===== src/rtl/bus_arbiter_if.sv =====
// rtl/bus_arbiter_if.sv - request/grant bundle between bus sources and the round-robin arbiter
interface bus_arbiter_if #(
  parameter int N     = 24,
  parameter int SEL_W = 5
);
  logic [N-1:0]     req;
  logic             lock;
  logic [N-1:0]     gnt;
  logic [SEL_W-1:0] bus_sel;
  logic             bus_valid;
  logic             preempt;

  modport master (
    output req, lock,
    input  gnt, bus_sel, bus_valid, preempt
  );

  modport slave (
    input  req, lock,
    output gnt, bus_sel, bus_valid, preempt
  );
endinterface


===== src/rtl/bus_arbiter.sv =====
// rtl/bus_arbiter.sv - round-robin internal-bus arbiter with dead turnaround and hold-time preemption
module bus_arbiter #(
  parameter int N        = 24,
  parameter int SEL_W    = 5,
  parameter int MAX_HOLD = 8
) (
  input logic          clock,
  input logic          clear,
  bus_arbiter_if.slave bus
);

  typedef enum logic [1:0] {IDLE, OWN, TURN} state_t;

  localparam logic [7:0]     HOLD_LIM = 8'(MAX_HOLD - 1);
  localparam logic [N-1:0]   ONE_HOT0 = {{(N-1){1'b0}}, 1'b1};
  localparam logic [SEL_W:0] N_EXT    = (SEL_W+1)'(N);

  state_t           r_state;
  logic [SEL_W-1:0] r_last;
  logic [7:0]       r_hold_cnt;
  logic [N-1:0]     r_gnt;
  logic [SEL_W-1:0] r_bus_sel;
  logic             r_bus_valid;
  logic             r_preempt;

  logic [SEL_W-1:0] w_winner;
  logic             w_any_req;
  logic             w_owner_req;
  logic             w_contend;

  // Walk from farthest to nearest so the nearest requester after r_last wins.
  always_comb begin
    w_winner = '0;
    for (int k = N; k >= 1; k--) begin
      logic [SEL_W:0] w_idx;
      w_idx = {1'b0, r_last} + (SEL_W+1)'(k);
      if (w_idx >= N_EXT) begin
        w_idx = w_idx - N_EXT;
      end
      if (bus.req[w_idx[SEL_W-1:0]]) begin
        w_winner = w_idx[SEL_W-1:0];
      end
    end
  end

  assign w_any_req   = |bus.req;
  assign w_owner_req = |(bus.req & r_gnt);
  assign w_contend   = |(bus.req & ~r_gnt);

  always_ff @(posedge clock or negedge clear) begin
    if (!clear) begin
      r_state     <= IDLE;
      r_last      <= SEL_W'(N - 1);
      r_hold_cnt  <= '0;
      r_gnt       <= '0;
      r_bus_sel   <= '0;
      r_bus_valid <= 1'b0;
      r_preempt   <= 1'b0;
    end else begin
      r_preempt <= 1'b0;
      case (r_state)
        IDLE, TURN: begin
          if (w_any_req) begin
            r_state     <= OWN;
            r_gnt       <= ONE_HOT0 << w_winner;
            r_bus_sel   <= w_winner;
            r_bus_valid <= 1'b1;
            r_last      <= w_winner;
            r_hold_cnt  <= '0;
          end else begin
            r_state <= IDLE;
          end
        end
        OWN: begin
          if (r_hold_cnt != 8'hFF) begin
            r_hold_cnt <= r_hold_cnt + 8'd1;
          end
          // >= so a lock released late still preempts on the next edge.
          if (!w_owner_req ||
              (r_hold_cnt >= HOLD_LIM && w_contend && !bus.lock)) begin
            r_state     <= TURN;
            r_gnt       <= '0;
            r_bus_sel   <= '0;
            r_bus_valid <= 1'b0;
            r_preempt   <= w_owner_req;
          end
        end
        default: begin
          r_state     <= IDLE;
          r_gnt       <= '0;
          r_bus_sel   <= '0;
          r_bus_valid <= 1'b0;
        end
      endcase
    end
  end

  assign bus.gnt       = r_gnt;
  assign bus.bus_sel   = r_bus_sel;
  assign bus.bus_valid = r_bus_valid;
  assign bus.preempt   = r_preempt;

endmodule


===== src/flat_wrapper.sv =====
// flat-port wrapper written by rule: the top's interface ports become plain ports
module bus_arbiter_flat 
#(
  parameter int N        = 24,
  parameter int SEL_W    = 5,
  parameter int MAX_HOLD = 8
)
  (clock, clear, bus_req, bus_lock, bus_gnt, bus_bus_sel, bus_bus_valid, bus_preempt);
  bus_arbiter_if #(.N(N), .SEL_W(SEL_W)) bus_i ();
  input logic clock;
  input logic clear;
  input wire logic [$bits(bus_i.req)-1:0] bus_req;
  input wire logic [$bits(bus_i.lock)-1:0] bus_lock;
  output wire logic [$bits(bus_i.gnt)-1:0] bus_gnt;
  output wire logic [$bits(bus_i.bus_sel)-1:0] bus_bus_sel;
  output wire logic [$bits(bus_i.bus_valid)-1:0] bus_bus_valid;
  output wire logic [$bits(bus_i.preempt)-1:0] bus_preempt;
  assign bus_i.req = bus_req;
  assign bus_i.lock = bus_lock;
  assign bus_gnt = bus_i.gnt;
  assign bus_bus_sel = bus_i.bus_sel;
  assign bus_bus_valid = bus_i.bus_valid;
  assign bus_preempt = bus_i.preempt;
  bus_arbiter #(.N(N), .SEL_W(SEL_W), .MAX_HOLD(MAX_HOLD)) u_core (.clock(clock), .clear(clear), .bus(bus_i));
endmodule

===== config.mk =====
export PLATFORM = sky130hd
export DESIGN_NAME = bus_arbiter_flat
export DESIGN_NICKNAME = d
export VERILOG_FILES = /design/src/rtl/bus_arbiter_if.sv /design/src/rtl/bus_arbiter.sv /design/src/flat_wrapper.sv
export SDC_FILE = /design/constraint.sdc
export NUM_CORES = 1
export LEC_CHECK = 0
export CAP_MARGIN = 30
export CORE_MARGIN = 4
export CORE_UTILIZATION = 50
export CTS_BUF_LIST = sky130_fd_sc_hd__clkbuf_16
export DETAILED_ROUTE_END_ITERATION = 6
export GPL_ROUTABILITY_DRIVEN = 0
export GPL_TIMING_DRIVEN = 0
export MAX_ROUTING_LAYER = met4
export PLACE_DENSITY = 0.69
export SYNTH_ARGS = -nofsm -noshare
export SYNTH_HDL_FRONTEND = slang
export SYNTH_SLANG_ARGS = --single-unit

===== constraint.sdc =====
create_clock -name clock -period 10.3 [get_ports clock]
set_input_delay 1.03 -clock clock [delete_from_list [all_inputs] [get_ports clock]]
set_output_delay 1.03 -clock clock [all_outputs]
set_load 0.05 [all_outputs]

# Word level (Yosys, flattened, before mapping)
# Index checks and enable logic that the tools add are counted.
[word_totals] regBits=46 inputBits=27 out_inout_bits=31 elab_cells=242
[op_classes] addsub=49 magnitude_cmp=49 n_eq_ne=6 shift=1 muxes=113 n_bitwise=3 n_reduce_logical=14
[op_table] operator="two-way mux 5 bit" n=50
[op_table] operator=">= comparator 6 x 5 -> 1 bit (second input constant)" n=24
[op_table] operator="< comparator 5 x 6 -> 1 bit (second input constant)" n=24
[op_table] operator="binary-select mux 1 bit (select 5 bit)" n=24
[op_table] operator="subtractor 5 bit (second input constant)" n=24
[op_table] operator="OR reduction 24 bit" n=3
[op_table] operator="adder 5 x 5 -> 6 bit (second input constant)" n=9
[op_table] operator="adder 5 x 4 -> 6 bit (second input constant)" n=8
[op_table] operator="bitwise AND 24 bit" n=2
[op_table] operator="two-way mux 24 bit" n=2
[op_table] operator="one-hot mux 24 bit (2 select lines)" n=1
[op_table] operator="two-way mux 1 bit" n=29
[op_table] operator="adder 5 x 3 -> 6 bit (second input constant)" n=4
[op_table] operator="NOT 24 bit" n=1
[op_table] operator="<< shifter 1 x 5 -> 24 bit (first input constant)" n=1
[op_table] operator="two-way mux 8 bit" n=2
[op_table] operator="one-hot mux 8 bit (2 select lines)" n=1
[op_table] operator="adder 5 x 2 -> 6 bit (second input constant)" n=2
[op_table] operator="one-hot mux 5 bit (2 select lines)" n=1
[op_table] operator="adder 8 x 1 -> 8 bit (second input constant)" n=1
[op_table] operator=">= comparator 8 x 3 -> 1 bit (second input constant)" n=1
[op_table] operator="inequality test 8 bit (second input constant)" n=1
[op_table] operator="adder 5 x 1 -> 6 bit (second input constant)" n=1
[op_table] operator="inequality test 2 x 1 -> 1 bit (second input constant)" n=3
[op_table] operator="13 further kinds" n=16

# Depth between registers and ports, before layout
[depth] word_depth=32 ltp_mapped=22 mapped_depth_nobuf=17

# Worst setup path after synthesis
# OpenSTA, ideal clock, no wires.
[synth_path] path_type="register to register" startpoint="register u_core.r_last[1]" endpoint="register u_core.r_gnt[16], in the netlist u_core.bus.gnt[16]" arrival_ns=5.116 required_time_ns=10.208 slack_ns=5.093 path_stages_with_launch=20 path_buffers=4 cell_sequence="dfstp_2 > buf_6 > buf_6 > buf_6 > clkbuf_1 > inv_1 > ha_1 > xnor2_2 > ha_1 > and3b_1 > or4_1 > a211o_1 > a31oi_4 > nor2_2 > a311o_1 > and3_1 > o2111ai_2 > a31oi_2 > or4b_4 > o31ai_2"
[synth_via] elab_chain_cells=32 word_cells_on_any_way=171 cone_classes="add/sub: 48; order compare: 24; shift: 1; mux: 98"
[synth_rtl] element="start, declared" line_no="bus_arbiter.sv:19" rtl="logic [SEL_W-1:0] r_last;"
[synth_rtl] element="start signal, assigned" line_no="bus_arbiter.sv:53" rtl="r_last <= SEL_W'(N - 1);"
[synth_rtl] element="start signal, assigned" line_no="bus_arbiter.sv:68" rtl="r_last <= w_winner;"
[synth_rtl] element="adder 5 x 5 -> 6 bit" line_no="bus_arbiter.sv:36" rtl="w_idx = {1'b0, r_last} + (SEL_W+1)'(k);"
[synth_rtl] element="subtractor 5 bit or >= comparator 6 x 5 -> 1 bit (tied branches)" line_no="bus_arbiter.sv:38, bus_arbiter.sv:37"
[synth_rtl] element="two-way mux 5 bit" line_no="bus_arbiter.sv:37" rtl="if (w_idx >= N_EXT) begin"
[synth_rtl] element="binary-select mux 1 bit (select 5 bit)" line_no="bus_arbiter.sv:40" rtl="if (bus.req[w_idx[SEL_W-1:0]]) begin"
[synth_rtl] element="two-way mux 1 bit (implied by the code)" line_no="bus_arbiter.sv:40"
[synth_rtl] element="two-way mux 5 bit (23 in series)" line_no="bus_arbiter.sv:40"
[synth_rtl] element="two-way mux 5 bit *" line_no="bus_arbiter.sv:40"
[synth_rtl] element="<< shifter 1 x 5 -> 24 bit *" line_no="bus_arbiter.sv:65" rtl="r_gnt <= ONE_HOT0 << w_winner;"
[synth_rtl] element="two-way mux 24 bit *" line_no="bus_arbiter.sv:63" rtl="if (w_any_req) begin"
[synth_rtl] element="one-hot mux 24 bit (2 select lines) *" line_no="bus_arbiter.sv:61" rtl="case (r_state)"
[synth_rtl] element="end signal, assigned" line_no="bus_arbiter.sv:65"
[synth_rtl] element="end, declared" line_no="bus_arbiter.sv:21" rtl="logic [N-1:0] r_gnt;"
# Mark *: on every way between the ends. The rest lies on a longest branch, timed or not. The select of a mux whose other input is x is not followed.
# A chain may end at the register's enable or synchronous reset.

# Worst setup path after layout
[layout_path] startpoint="register u_core.r_last[1]" endpoint="register u_core.r_bus_sel[2], in the netlist u_core.bus.bus_sel[2]"
[layout_via] elab_chain_cells=31 word_cells_on_any_way=170 cone_classes="add/sub: 48; order compare: 24; mux: 98"
[layout_rtl] element="adder 5 x 5 -> 6 bit" line_no="bus_arbiter.sv:36"
[layout_rtl] element="subtractor 5 bit or >= comparator 6 x 5 -> 1 bit (tied branches)" line_no="bus_arbiter.sv:38, bus_arbiter.sv:37"
[layout_rtl] element="two-way mux 5 bit" line_no="bus_arbiter.sv:37"
[layout_rtl] element="binary-select mux 1 bit (select 5 bit)" line_no="bus_arbiter.sv:40"
[layout_rtl] element="two-way mux 1 bit (implied by the code)" line_no="bus_arbiter.sv:40"
[layout_rtl] element="two-way mux 5 bit (23 in series)" line_no="bus_arbiter.sv:40"
[layout_rtl] element="two-way mux 5 bit *" line_no="bus_arbiter.sv:40"
[layout_rtl] element="two-way mux 5 bit *" line_no="bus_arbiter.sv:63"
[layout_rtl] element="one-hot mux 5 bit (2 select lines) *" line_no="bus_arbiter.sv:61"
[layout_rtl] element="end signal, assigned" line_no="bus_arbiter.sv:66" rtl="r_bus_sel <= w_winner;"
[layout_rtl] element="end, declared" line_no="bus_arbiter.sv:22" rtl="logic [SEL_W-1:0] r_bus_sel;"
# Marked as above.

==> results by group <==
CTS
  • TritonCTS buffer count: 5
  • Post-CTS Setup Bufs: 0
  • Worst skew pair latency: a little under 0.3 ns
  • Cts repair resizes: 0
  • Root buffer cell: clkbuf_16
  • Max clock buf depth: 2
  • CTS tree: built
  • Clock-pin slew on the worst setup and hold paths: approximately 0.060 ns
  • Clock Sink Count: 46
  • Hold Buf Count CTS: 0
  • Htree depth: 2

Detailed routing
  • Vias per cell: ~7.2
  • Antenna-violating nets left: 0
  • DRC viols: 0
  • Vias: roughly 9.5k
  • Wire per inst: about 25 µm
  • Total Wirelength: between 30 and 40 mm
  • Drt first pass iters: 6
  • Drt initial violations: between 1k and 1.5k

Critical path
  • Element type at the critical path end: flip-flop
  • CP Buf/Inv Count: 8
  • Top Family by Delay on Critical Path: buffers and inverters
  • Critical path fanouts, max: 11
  • Critical path launch point type: flip-flop
  • Crit. Startpoint: u_core.r_last[1]$_DFFE_PN1P_
  • Setup Crit Path Kind: reg2reg
  • CP cell instances: buf_6 > buf_6 > buf_6 > clkbuf_1 > inv_1 > ha_1 > buf_4 > buf_4 > mux4_2 > mux2i_1 > nor4_1 > a31oi_2 > nand3_1 > nor3_1 > o211ai_1 > a211oi_1 > a2bb2oi_1 > buf_2 > o21ai_1
  • Worst EP required: about 10 ns
  • R2r worst-path depth: 19
  • Top cell by count, worst path: buf_6
  • Reg2reg end: u_core.bus.bus_sel[2]$_DFFE_PN0P_
  • Critical-path top delay cell: dfstp_2
  • Worst R2R Start: u_core.r_last[1]$_DFFE_PN1P_
  • CP max stage delay: ~0.73 ns
  • Critical path arrival: approximately 7 ns
  • R2R setup slack: 3.42 ns

STA
  • Setup Total Neg Slack: 0 ns
  • Slew HR: 37.25%
  • Final setup vio count: 0
  • Final Hold Fails: 0
  • Slew Limit Fails: 0
  • Worst slew pin tran: ~0.94 ns
  • Final Cycle Share: approximately two thirds
  • RSZ-0062 raised after global routing: no
  • Top achievable clock speed: between 100 and 150 MHz
  • Clock Skew: about 0.010 ns
  • Post-route minimum period: 6.881 ns

Logic synthesis
  • Ys flop type: dfrtp_1
  • Synth Register Bits: between 40 and 50
  • Syn avg cell area: between 8 and 9 µm²
  • Count of different cell masters after synthesis: 110
  • Synth Cell Area: about 8500 µm²
  • Number of synthesized flops with an enable pin: 0
  • Sequential area share after synthesis: around 14%
  • Syn Nets: 1100
  • Async S/R FF share, synth: 100.0%
  • Warnings from Yosys: 0
  • Gate Count Post-Synth: 1046

Global routing
  • Vias in the first global route: ~8.6k
  • Largest net degree at the start of global routing: 39
  • Overflow after GRT: 0
  • GRT Overall Usage: between 30 and 40%
  • First-pass GRT wire length: about 50 mm
  • Antenna violations before repair: 0

Die
  • Die H: approximately 140 µm
  • Starting Density: approximately half
  • Core ar.: 16640 µm²
  • Ports: between 50 and 60
  • Die width: 138.5 µm
  • Num rows: 47
  • Die Footprint: roughly 19000 µm²

Layout
  • Area Growth Syn to Fin: 9.837%
  • # fillers: about 1.6k
  • Commonest non-fill, non-tap cell in the layout: nand2_1
  • Commonest cells after routing, fill and taps aside: nand2_1 (95), nor2_1 (59), a21oi_1 (47), o21ai_0 (47), mux2i_1 (45)
  • Fin nets: approximately 1.1k
  • Antenna fix cells: 0
  • Share of cells above drive strength 1: around 15%

Min path
  • Worst Hold End: u_core.bus.bus_valid$_DFFE_PN0P_
  • Hold path start: u_core.bus.bus_valid$_DFFE_PN0P_
  • Hold crit path type: reg2reg
  • Hold Path Cell Cnt: 2

Status
  • Status: complete, no violations

Flow run
  • Max-Cap Viols: 0

Placement
  • Input/output buffers: 40
  • HPWL after DPL: ~25 mm
[metrics by stage]
step | area [µm²] | instances | utilization, % | hold slack (ns) | setup slack [ns]
after global placement | 9185 | 1306 | 55.19 | 0.4602 | 3.628
after global routing | 9346 | 1315 | 56.16 | 0.5236 | 3.183
after floorplan | 8509 | 1046 | - | 0.4874 | 5.093
final | 9346 | 1315 | 56.16 | 0.4859 | 3.419
after CTS | 9346 | 1315 | 56.16 | 0.4892 | 3.540
after detailed placement | 9200 | 1307 | 55.28 | 0.4691 | 3.612
[layer usage]
layer	global-route usage (%)	share of wire, %	vias to the layer above
met5	-	0	-
met4	13.36	5.3	0
met3	5.352	12	130
met2	50.36	44	693
met1	44.04	39	4479
li1	-	-	4158
[worst max-delay path by stage]
stage                                        endpoint  slack [ns]  depth (start not counted)
floorplan              u_core.bus.gnt[16]$_DFFE_PN0P_        5.09                         19
global placement       u_core.bus.gnt[15]$_DFFE_PN0P_        3.63                         19
detailed placement     u_core.bus.gnt[22]$_DFFE_PN0P_        3.61                         19
CTS                    u_core.bus.gnt[22]$_DFFE_PN0P_        3.54                         19
global route           u_core.bus.gnt[14]$_DFFE_PN0P_        3.18                         19
finish              u_core.bus.bus_sel[2]$_DFFE_PN0P_        3.42                         19
[Yosys cell counts (27+ instances only)]
| master | number | share of area [%] |
|---|---|---|
| mux2i_1 | 45 | 5.3 |
| clkbuf_1 | 39 | 1.7 |
| nor2_1 | 59 | 2.6 |
| nor3_1 | 30 | 1.8 |
| dfrtp_1 | 42 | 12 |
| inv_1 | 42 | 1.9 |
| a21oi_1 | 47 | 2.8 |
| o21ai_0 | 47 | 2.8 |
| ha_1 | 27 | 4.0 |
| nand3_1 | 35 | 2.1 |
| nand2_1 | 95 | 4.2 |
| mux4_2 | 33 | 8.7 |
[registers in the layout, indices dropped and copies added, names as in the netlist]
name and cells:
u_core.bus.gnt 24, u_core.bus.bus_valid 1, u_core.r_state 2, u_core.r_hold_cnt 8, u_core.r_last 5, u_core.bus.bus_sel 5, u_core.bus.preempt 1
[layout make-up]
type	instances	area, µm²	share of cell area, %
timing repair buffer	41	415.4	4.444
sequential	46	1156	12.37
buffer	87	499.2	5.341
clock buffer	5	125.1	1.339
clock inverter	3	21.27	0.2276
inverter	44	165.2	1.767
tap	220	275.3	2.945
multi-input combinational	869	6689	71.57
[logic make-up after synthesis]
kind of cell	after synthesis	share of synthesized area [%]
buffers and inverters	131	7.808
flip-flops	46	13.59
XOR/XNOR	33	3.749
AND/OR/NAND/NOR	379	23.82
multiplexers	96	17.16
AO/OA/AOI/OAI	334	29.91
adder cells (fa/ha/maj)	27	3.970
[worst reg2reg max path: cells and delay by family, from the launching register on]
kind,cells,cell delay (ns)
AO/OA/AOI/OAI,5,1.62
adder cells (fa/ha/maj),1,0.50
buffers and inverters,8,2.30
flip-flops,1,0.73
multiplexers,2,0.95
AND/OR/NAND/NOR,3,0.63
Power is left out: the tool's default activity adds up to more than one toggle a clock period on the data nets, which glitch-free logic cannot reach.
